<file path="src/rtl/tx_frame_scheduler.sv">
// Shares one bit-serial TX line between two byte sources: arbitrates, sends the
// sync marker, shifts payload bytes MSB-first, then pads with a zero gap.
module tx_frame_scheduler #(
  parameter int                   ASM_WIDTH    = 16,
  parameter logic [ASM_WIDTH-1:0] ASM          = 16'hEB90,
  parameter int                   GAP_BITS     = 1000,
  parameter int                   MAX_LEN      = 274,
  parameter int                   STARVE_LIMIT = 4
) (
  input  logic       Clk,
  input  logic       Rst,
  input  logic [1:0] Req,
  input  logic [8:0] Len0,
  input  logic [8:0] Len1,
  input  logic [7:0] ByteData0,
  input  logic [7:0] ByteData1,
  output logic [1:0] ByteRd,
  output logic [1:0] Grant,
  output logic       DataO,
  output logic       Active,
  output logic       Busy,
  output logic       FrameDone,
  output logic       Err
);
  // state     | meaning
  // S_IDLE    | line quiet, arbitrating on Req
  // S_ASM     | sync marker bit on DataO
  // S_PAYLOAD | payload bit on DataO
  // S_GAP     | zero gap bit on DataO
  // S_ERR     | rejected grant cycle, returns to idle
  typedef enum logic [2:0] {S_IDLE, S_ASM, S_PAYLOAD, S_GAP, S_ERR} state_t;

  localparam int PAY_BITS = 8 * MAX_LEN;
  localparam int MAX_A    = (PAY_BITS > GAP_BITS) ? PAY_BITS : GAP_BITS;
  localparam int CNT_MAX  = (MAX_A > ASM_WIDTH) ? MAX_A : ASM_WIDTH;
  localparam int CW_RAW   = $clog2(CNT_MAX + 1);
  localparam int CW       = (CW_RAW > 12) ? CW_RAW : 12;
  localparam int SW_RAW   = $clog2(STARVE_LIMIT + 1);
  localparam int SW       = (SW_RAW > 1) ? SW_RAW : 1;

  state_t               state, state_n;
  logic [CW-1:0]        cnt, cnt_n;
  logic [ASM_WIDTH-1:0] asm_sh, asm_sh_n;
  logic [7:0]           shreg, shreg_n;
  logic [8:0]           len_q, len_n;
  logic                 src, src_n;
  logic [SW-1:0]        starve, starve_n;
  logic [1:0]           grant_n, byte_rd_n;
  logic                 data_n, active_n, busy_n, frame_done_n, err_n;

  logic       starve_full, pick1, len_bad;
  logic [8:0] len_sel;
  logic [7:0] byte_cur;

  assign starve_full = (starve == SW'(STARVE_LIMIT));
  assign pick1       = Req[1] & (~Req[0] | starve_full);
  assign len_sel     = pick1 ? Len1 : Len0;
  assign len_bad     = (len_sel == 9'd0) || (int'(len_sel) > MAX_LEN);
  assign byte_cur    = src ? ByteData1 : ByteData0;

  always_comb begin
    state_n      = state;
    cnt_n        = cnt;
    asm_sh_n     = asm_sh;
    shreg_n      = shreg;
    len_n        = len_q;
    src_n        = src;
    starve_n     = starve;
    grant_n      = 2'b00;
    data_n       = 1'b0;
    active_n     = 1'b0;
    busy_n       = 1'b0;
    frame_done_n = 1'b0;
    err_n        = 1'b0;
    unique case (state)
      S_IDLE: begin
        if (|Req) begin
          src_n   = pick1;
          len_n   = len_sel;
          grant_n = pick1 ? 2'b10 : 2'b01;
          if (pick1 || !Req[1]) starve_n = '0;
          else if (!starve_full) starve_n = starve + 1'b1;
          if (len_bad) begin
            state_n = S_ERR;
            err_n   = 1'b1;
          end else begin
            state_n  = S_ASM;
            cnt_n    = CW'(ASM_WIDTH - 1);
            data_n   = ASM[ASM_WIDTH-1];
            asm_sh_n = ASM << 1;
            active_n = 1'b1;
            busy_n   = 1'b1;
          end
        end
      end
      S_ASM: begin
        active_n = 1'b1;
        busy_n   = 1'b1;
        if (cnt == '0) begin
          // byte 0 was read on this cycle; its MSB leads the payload
          state_n = S_PAYLOAD;
          cnt_n   = CW'({len_q, 3'b000}) - CW'(1);
          shreg_n = byte_cur;
          data_n  = byte_cur[7];
        end else begin
          cnt_n    = cnt - 1'b1;
          data_n   = asm_sh[ASM_WIDTH-1];
          asm_sh_n = asm_sh << 1;
        end
      end
      S_PAYLOAD: begin
        busy_n = 1'b1;
        if (cnt == '0) begin
          state_n      = S_GAP;
          cnt_n        = CW'(GAP_BITS - 1);
          frame_done_n = 1'b1;
        end else begin
          active_n = 1'b1;
          cnt_n    = cnt - 1'b1;
          if (cnt[2:0] == 3'd0) begin
            shreg_n = byte_cur;
            data_n  = byte_cur[7];
          end else begin
            data_n = shreg[cnt[2:0] - 3'd1];
          end
        end
      end
      S_GAP: begin
        if (cnt == '0) begin
          state_n = S_IDLE;
        end else begin
          busy_n = 1'b1;
          cnt_n  = cnt - 1'b1;
        end
      end
      S_ERR: state_n = S_IDLE;
      default: state_n = S_IDLE;
    endcase

    // read strobe leads the cycle in which the source byte is consumed
    byte_rd_n = 2'b00;
    if ((state_n == S_ASM && cnt_n == '0) ||
        (state_n == S_PAYLOAD && cnt_n[2:0] == 3'd0 && cnt_n != '0))
      byte_rd_n = src_n ? 2'b10 : 2'b01;
  end

  always_ff @(posedge Clk) begin
    if (Rst) begin
      state     <= S_IDLE;
      cnt       <= '0;
      asm_sh    <= '0;
      shreg     <= '0;
      len_q     <= '0;
      src       <= 1'b0;
      starve    <= '0;
      Grant     <= 2'b00;
      ByteRd    <= 2'b00;
      DataO     <= 1'b0;
      Active    <= 1'b0;
      Busy      <= 1'b0;
      FrameDone <= 1'b0;
      Err       <= 1'b0;
    end else begin
      state     <= state_n;
      cnt       <= cnt_n;
      asm_sh    <= asm_sh_n;
      shreg     <= shreg_n;
      len_q     <= len_n;
      src       <= src_n;
      starve    <= starve_n;
      Grant     <= grant_n;
      ByteRd    <= byte_rd_n;
      DataO     <= data_n;
      Active    <= active_n;
      Busy      <= busy_n;
      FrameDone <= frame_done_n;
      Err       <= err_n;
    end
  end
endmodule

</file>
<file path="config.mk">
export PLATFORM = sky130hd
export DESIGN_NAME = tx_frame_scheduler
export DESIGN_NICKNAME = d
export VERILOG_FILES = /design/src/rtl/tx_frame_scheduler.sv
export SDC_FILE = /design/constraint.sdc
export NUM_CORES = 1
export LEC_CHECK = 0
export CAP_MARGIN = 20
export CORE_MARGIN = 4
export CORE_UTILIZATION = 49
export DETAILED_ROUTE_END_ITERATION = 10
export PLACE_DENSITY_LB_ADDON = 0.08
export SLEW_MARGIN = 20
export SYNTH_ARGS = -nofsm -noshare
export SYNTH_HDL_FRONTEND = slang
export SYNTH_SLANG_ARGS = --single-unit
</file>
<file path="constraint.sdc">
create_clock -name Clk -period 6.8 [get_ports Clk]
set_input_delay 1.02 -clock Clk [delete_from_list [all_inputs] [get_ports Clk]]
set_output_delay 1.02 -clock Clk [all_outputs]
set_load 0.02 [all_outputs]
</file>
==> impl_results.md, run 1 <==
- Status: complete, no violations
- TritonCTS Sinks: 56
- Flops & latches, synth: 56
- Starting DRT DRC Count: 211
- I/O pin cnt: between 40 and 50
- Leak: 1.35 nW
- Share of layout cells above drive strength 1: 0.0658
- Simple-Gate Fraction of Synth Area: 0.273
- Clock Latency Late Sink: about 0.32 ns
- Synth top area share: 0.344
- Initial Util: 0.510
- DR WL met3: 402 microns
- Hold endpoint: asm_sh[6]$_SDFFE_PP0P_
- Crit Path Class: in2reg
- RSZ-0062 raised after global routing: no
- Top sig layer: met4
- Async SR Flop Fraction: 0
- WL met1: 4050 microns
- Final Cycle Share: 0.567
- DR vias/cell: 6.00
- Placed cells: 510
- # diodes: 0
- Worst hold slack: 0.463 ns
- Crit path required time: 7.06 ns
- Final Slew Violations: 0
- Syn nets: approximately 460
- TritonRoute pass-1 iters: 4
- Tot GR Track Use: 0.217
- Die height: 89.5 microns
- Syn avg cell area: 7.89 sq um
- Total setup buffers inserted after CTS: 0
- Avg WL per Cell: approximately 16 microns
- Wire length on met2: 3980 microns
- TritonCTS buffer count: 5
- First-pass GRT wire length: 13600 microns
- Critical Path Max Stage Delay: between 0.7 and 0.8 ns
- Final hold vios: 0
- Min-Delay Path Class: reg2reg
- Tmin final: 3.85 ns
- FMAX: 259 MHz
- Die Wd: 89.5 microns
- Total negative slack: 0 ns
- Crit-path cells: clkdlybuf4s50_1, a21bo_2, a2111oi_0, nor2_1, nand3_1, a21boi_1, nand2_1, a21oi_1
- H-tree depth: 2
- Min-delay src: asm_sh[6]$_SDFFE_PP0P_
- Top FF cell, synth: dfxtp_1
- Routability cong.: 0.885
- Most frequent cells in the layout: dfxtp_1 (56), nor2_1 (55), clkdlybuf4s50_1 (46)
- I/O Buffers: 46
- Reg2reg path depth: 14
- Initial antenna violation count: 0
- Hold buffers post-CTS: 0
- Max FO, Critical Path: 12
- Post-synthesis mux area share: 0.0476
- Worst R2R End: ByteRd[0]$_SDFF_PP0_
- Row count: 29
- Worst VDD drop: 0.000294 V
- Startpoint types: input port
- CP endpoint kind: flop
- Post-route ant nets: 0
- Hold path cells: 2
- Post-synth top area cell: dfxtp_1
- Post-DP Area: 3720 sq um
- FF-to-FF setup slack: 3.09 ns
- P&R area growth vs syn: 17.1%
- Fin nets: 484
- Syn Inst Count: 413
- Max-cap viol count: 0
- WP buf/inv: 1
- Post-Synth Adder-Cell Area: 0.0231
- Die area: 8010 sq um
- Largest family of logic cells by synthesized area: simple AND/OR/NAND/NOR gates
- Slowest CP cell: a2111oi_0
- Post-synth EDFFs: 0
- Yosys cell types: 65
- Post-route insts no fill: 518
- Most common cell after layout, fill and taps aside: dfxtp_1
- Total core area: 6390 sq um
- CTS Buffer Depth: 2
- Root buf cell: clkbuf_8
- Final setup viols: 0
- Compound-gate portion of the synthesized area: 0.250
- Worst-path clk slew: 0.11 ns
- GR Overflow Total: 0
- Top cells by area, synth: dfxtp_1 (34%), nor2_1 (6.3%), a21oi_1 (4.1%)
- CP top delay family: compound AO/OA/AOI/OAI gates
- Number of global-route vias before repair: 2791
- Pwr Density: 442 nW/um^2
- Via Count: 3107
- Register area share after synthesis: 0.344
- Pwr Total: 1.69 mW
- Max-slew headroom: 0.346
- Worst slew pin tran: 0.967 ns
- Final Cell Area: 3810 sq um
- Largest net degree at the start of global routing: 51
- Post-synthesis cell area: 3260 sq um
- CTS tree: yes
- DP HPWL: ~6200 microns
- Final Skew: 0.00752 ns
- CTS resizes: 0
- Fillers: 605
- Worst reg2reg startpoint: cnt[0]$_SDFF_PP0_
- DRC viols: 0
- Worst Path Arrival: about 4 ns
- XOR/XNOR Fraction of Synth Area: 0.0134
- Routed WL: around 8500 microns
- Ys Warns: 0
kinds of logic (layout without fill, tap and decap cells):
family | after synthesis | after routing
and+or+nand+nor | 176 | 176
xor gates and xnor gates | 5 | 5
adders and majority gates | 6 | 6
muxes | 13 | 13
DFF | 56 | 56
buffers and inverters | 40 | 68
AOI/OAI and AO/OA | 117 | 117
worst max-delay path by stage:
stage	startpoint	endpoint	slack (ns)	cells after the start
5_1_grt	Req[0]	asm_sh[11]$_SDFFE_PP0P_	2.67	8
3_3_place_gp	Req[0]	asm_sh[6]$_SDFFE_PP0P_	2.78	8
2_1_floorplan	cnt[0]$_SDFF_PP0_	ByteRd[0]$_SDFF_PP0_	3.47	15
3_5_place_dp	Req[0]	asm_sh[13]$_SDFFE_PP0P_	2.63	8
6_report	Req[0]	asm_sh[13]$_SDFFE_PP0P_	2.95	8
4_1_cts	Req[0]	asm_sh[13]$_SDFFE_PP0P_	2.99	8
area by class of cell:
cell class	instances	area [sq um]	share of cell area
Multi-Input combinational cell	317	1980	0.519
Timing Repair Buffer	49	483	0.127
Clock inverter	3	25.0	0.00656
Inverter	11	41.3	0.0108
Sequential cell	56	1120	0.294
Clock buffer	5	68.8	0.0180
Tap cell	77	96.3	0.0253
worst register-to-register path, stage by stage (launching register included):
cell and delay, ns:
dfxtp_1 0.44, inv_1 0.16, ha_1 0.29, or4b_1 0.53, nor3_2 0.19, buf_4 0.23, inv_2 0.16, ha_1 0.30
nand2_1 0.05, o21ai_0 0.09, a211o_1 0.33, a21boi_0 0.14, a2111oi_2 0.43, nand3_1 0.13, mux2i_1 0.17
flip-flops by register name (all words and copies together), names as in the netlist, 2 cells and up:
signal  flops
cnt        12
shreg       8
Grant       2
ByteRd      2
len_q       9
asm_sh     11
starve      3
state       3
metrics by stage:
stage	worst slack (ns)	util
global placement	2.78	0.582
finish	2.95	0.597
floorplan	3.47	-
CTS	2.99	0.597
detailed placement	2.63	0.582
global route	2.67	0.597
report_power, final:
group / switching [mW] / internal [mW] / total [mW] / leakage [nW]
clock: 0.122 / 0.0755 / 0.197 / 0.0452
sequential: 0.123 / 0.423 / 0.545 / 0.459
combinational: 0.550 / 0.395 / 0.945 / 0.845
total: 0.794 / 0.894 / 1.69 / 1.35
cells in the mapped netlist, drive strengths merged, types with 4 or more instances:
master	number
dfxtp	56
nor2	55
nand2	30
a21oi	27
nor3	26
clkbuf	25
nand3	21
o21ai	19
inv	11
mux2i	11
a211oi	10
a311oi	9
or4	9
ha	6
nor4	6
or3	6
o31ai	5
a211o	4
a21boi	4
a31oi	4
buf	4
nor2b	4
o211ai	4
layer usage:
layer,GRT usage,vias up
met2,0.338,71
li1,-,1589
met1,0.309,1441
met3,0.0369,6
met5,0,-
met4,0.0622,0
(Power assumes the default switching activity.)
==> run 2: changes to the inputs <==
- clock period: 6.8 -> 3.7 ns (I/O delays scaled with it)
==> run 2 against run 1 <==
Core utilization up 0.90 points. Critical path depth up 5. Die area unchanged. First-iteration DRC count up 22%. Combinational power up 90%. Sequential power up 81%. Wire length down 2.2%. Flip-flop and latch count unchanged. Global-route usage up 0.18 points. Critical path type is now reg2reg. Critical endpoint is now ByteRd[0]$_SDFF_PP0_.
==> impl_results.md, run 2 (synthesis results as in run 1) <==
- H-tree depth: 2
- Starting DRT DRC Count: 258
- DP HPWL: 6330 microns
- Place WS: 0.263 ns
- GR Overflow Total: 0
- Post-route core utilization: 0.606
- Pwr Density: 816 nW/um^2
- Worst Path Arrival: 3.56 ns
- Most flop-heavy register: cnt
- Final Slew Violations: 0
- Largest register FFs: 12
- Final Cell Area: between 3000 and 4000 sq um
- TritonCTS buffer count: 5
- Worst-path clk slew: around 0.12 ns
- Fillers: 598
- I/O pin cnt: 47
- Total core area: 6390 sq um
- Leak: 1.39 nW
- Largest net degree at the start of global routing: 30
- DRC viols: 0
- Number of global-route vias before repair: 2938
- TritonCTS Sinks: 56
- Final setup viols: 0
- Crit Path Class: reg2reg
- # diodes: 0
- Fin nets: 491
- Most common cell after layout, fill and taps aside: dfxtp_1
- Post-route ant nets: 0
- TritonRoute pass-1 iters: 4
- Routability cong.: around 0.9
- CTS tree: yes
- P&R area growth vs syn: 18.9%
- Final hold vios: 0
- DR vias/cell: 6.11
- Most frequent cells in the layout: dfxtp_1 (56), nor2_1 (55), clkdlybuf4s50_1 (46)
- Max-slew headroom: 0.460
- Total setup buffers inserted after CTS: 0
- I/O Buffers: 46
- Placed cells: 517
- Row count: 29
- FMAX: 304 MHz
- RSZ-0062 raised after global routing: no
- Status: complete, no violations
- Via Count: 3206
- Min-Delay Path Class: reg2reg
- Crit path required time: 3.97 ns
- Total negative slack: 0 ns
- Clock Latency Late Sink: 0.32 ns
- Post-route insts no fill: 525
- Avg WL per Cell: 15.8 microns
- Tot GR Track Use: 0.219
- Max FO, Critical Path: 9
- Die Wd: 89.5 microns
- CP endpoint kind: flop
- Post-DP Area: 3770 sq um
- Initial Util: 0.510
- Worst slew pin tran: between 0.7 and 0.8 ns
- Final Skew: 0.00966 ns
- Max-cap viol count: 0
- Die height: roughly 90 microns
- CTS Buffer Depth: 2
- Final Cycle Share: 0.889
- Worst hold slack: between 0.4 and 0.5 ns
- Pwr Total: ~3.2 mW
- Tmin final: 3.29 ns
- Startpoint types: flop
- Share of layout cells above drive strength 1: 0.0781
- Die area: 8010 sq um
- Routed WL: ~8300 microns
- Largest regs: cnt: 12 flops, asm_sh: 11 flops, len_q: 9 flops
- Hold buffers post-CTS: 0
- CTS resizes: 0
- Worst setup margin: slightly above 0.4 ns
- First-pass GRT wire length: 13900 microns
- Initial antenna violation count: 0
- Worst VDD drop: approximately 0.00045 V
- Root buf cell: clkbuf_8
run 2: final timing paths:
path                                         startpoint                 endpoint  slack [ns]  cells after the start
worst min register to register  asm_sh[11]$_SDFFE_PP0P_  asm_sh[11]$_SDFFE_PP0P_        0.46                      2
worst max register to register        cnt[0]$_SDFF_PP0_     ByteRd[0]$_SDFF_PP0_        0.41                     13
worst min-delay path            asm_sh[11]$_SDFFE_PP0P_  asm_sh[11]$_SDFFE_PP0P_        0.46                      2
worst max-delay path                  cnt[0]$_SDFF_PP0_     ByteRd[0]$_SDFF_PP0_        0.41                     13
run 2: per-layer routing:
metal / track usage / share of wire / vias up
li1: - / - / 1610
met1: 0.304 / 0.46 / 1482
met2: 0.347 / 0.47 / 102
met3: 0.0415 / 0.057 / 12
met4: 0.0609 / 0.013 / 0
met5: 0 / 0 / -
run 2: where the power goes:
part / leakage, nW / internal [mW] / total, mW / switching [mW]
sequential: 0.459 / 0.777 / 0.986 / 0.209
clock: 0.0515 / 0.143 / 0.372 / 0.229
combinational: 0.880 / 0.767 / 1.80 / 1.03
run 2: final cells by class:
| cell class | count | area, sq um | share of cell area |
|---|---|---|---|
| Sequential cell | 56 | 1120 | 0.290 |
| Clock buffer | 5 | 68.8 | 0.0178 |
| Timing Repair Buffer | 56 | 536 | 0.138 |
| Tap cell | 77 | 96.3 | 0.0249 |
| Multi-Input combinational cell | 317 | 1980 | 0.510 |
| Clock inverter | 3 | 33.8 | 0.00872 |
| Inverter | 11 | 41.3 | 0.0107 |
run 2: worst max-delay path, stage by stage (launching register included):
cell and delay, ns:
dfxtp_1 0.42, inv_1 0.15, ha_1 0.27, or4b_1 0.52
nor3_2 0.26, inv_2 0.06, ha_1 0.27, nand2_1 0.06
o21ai_0 0.07, a211o_1 0.31, a21boi_0 0.14, a2111oi_2 0.42
nand3_1 0.13, mux2i_1 0.16
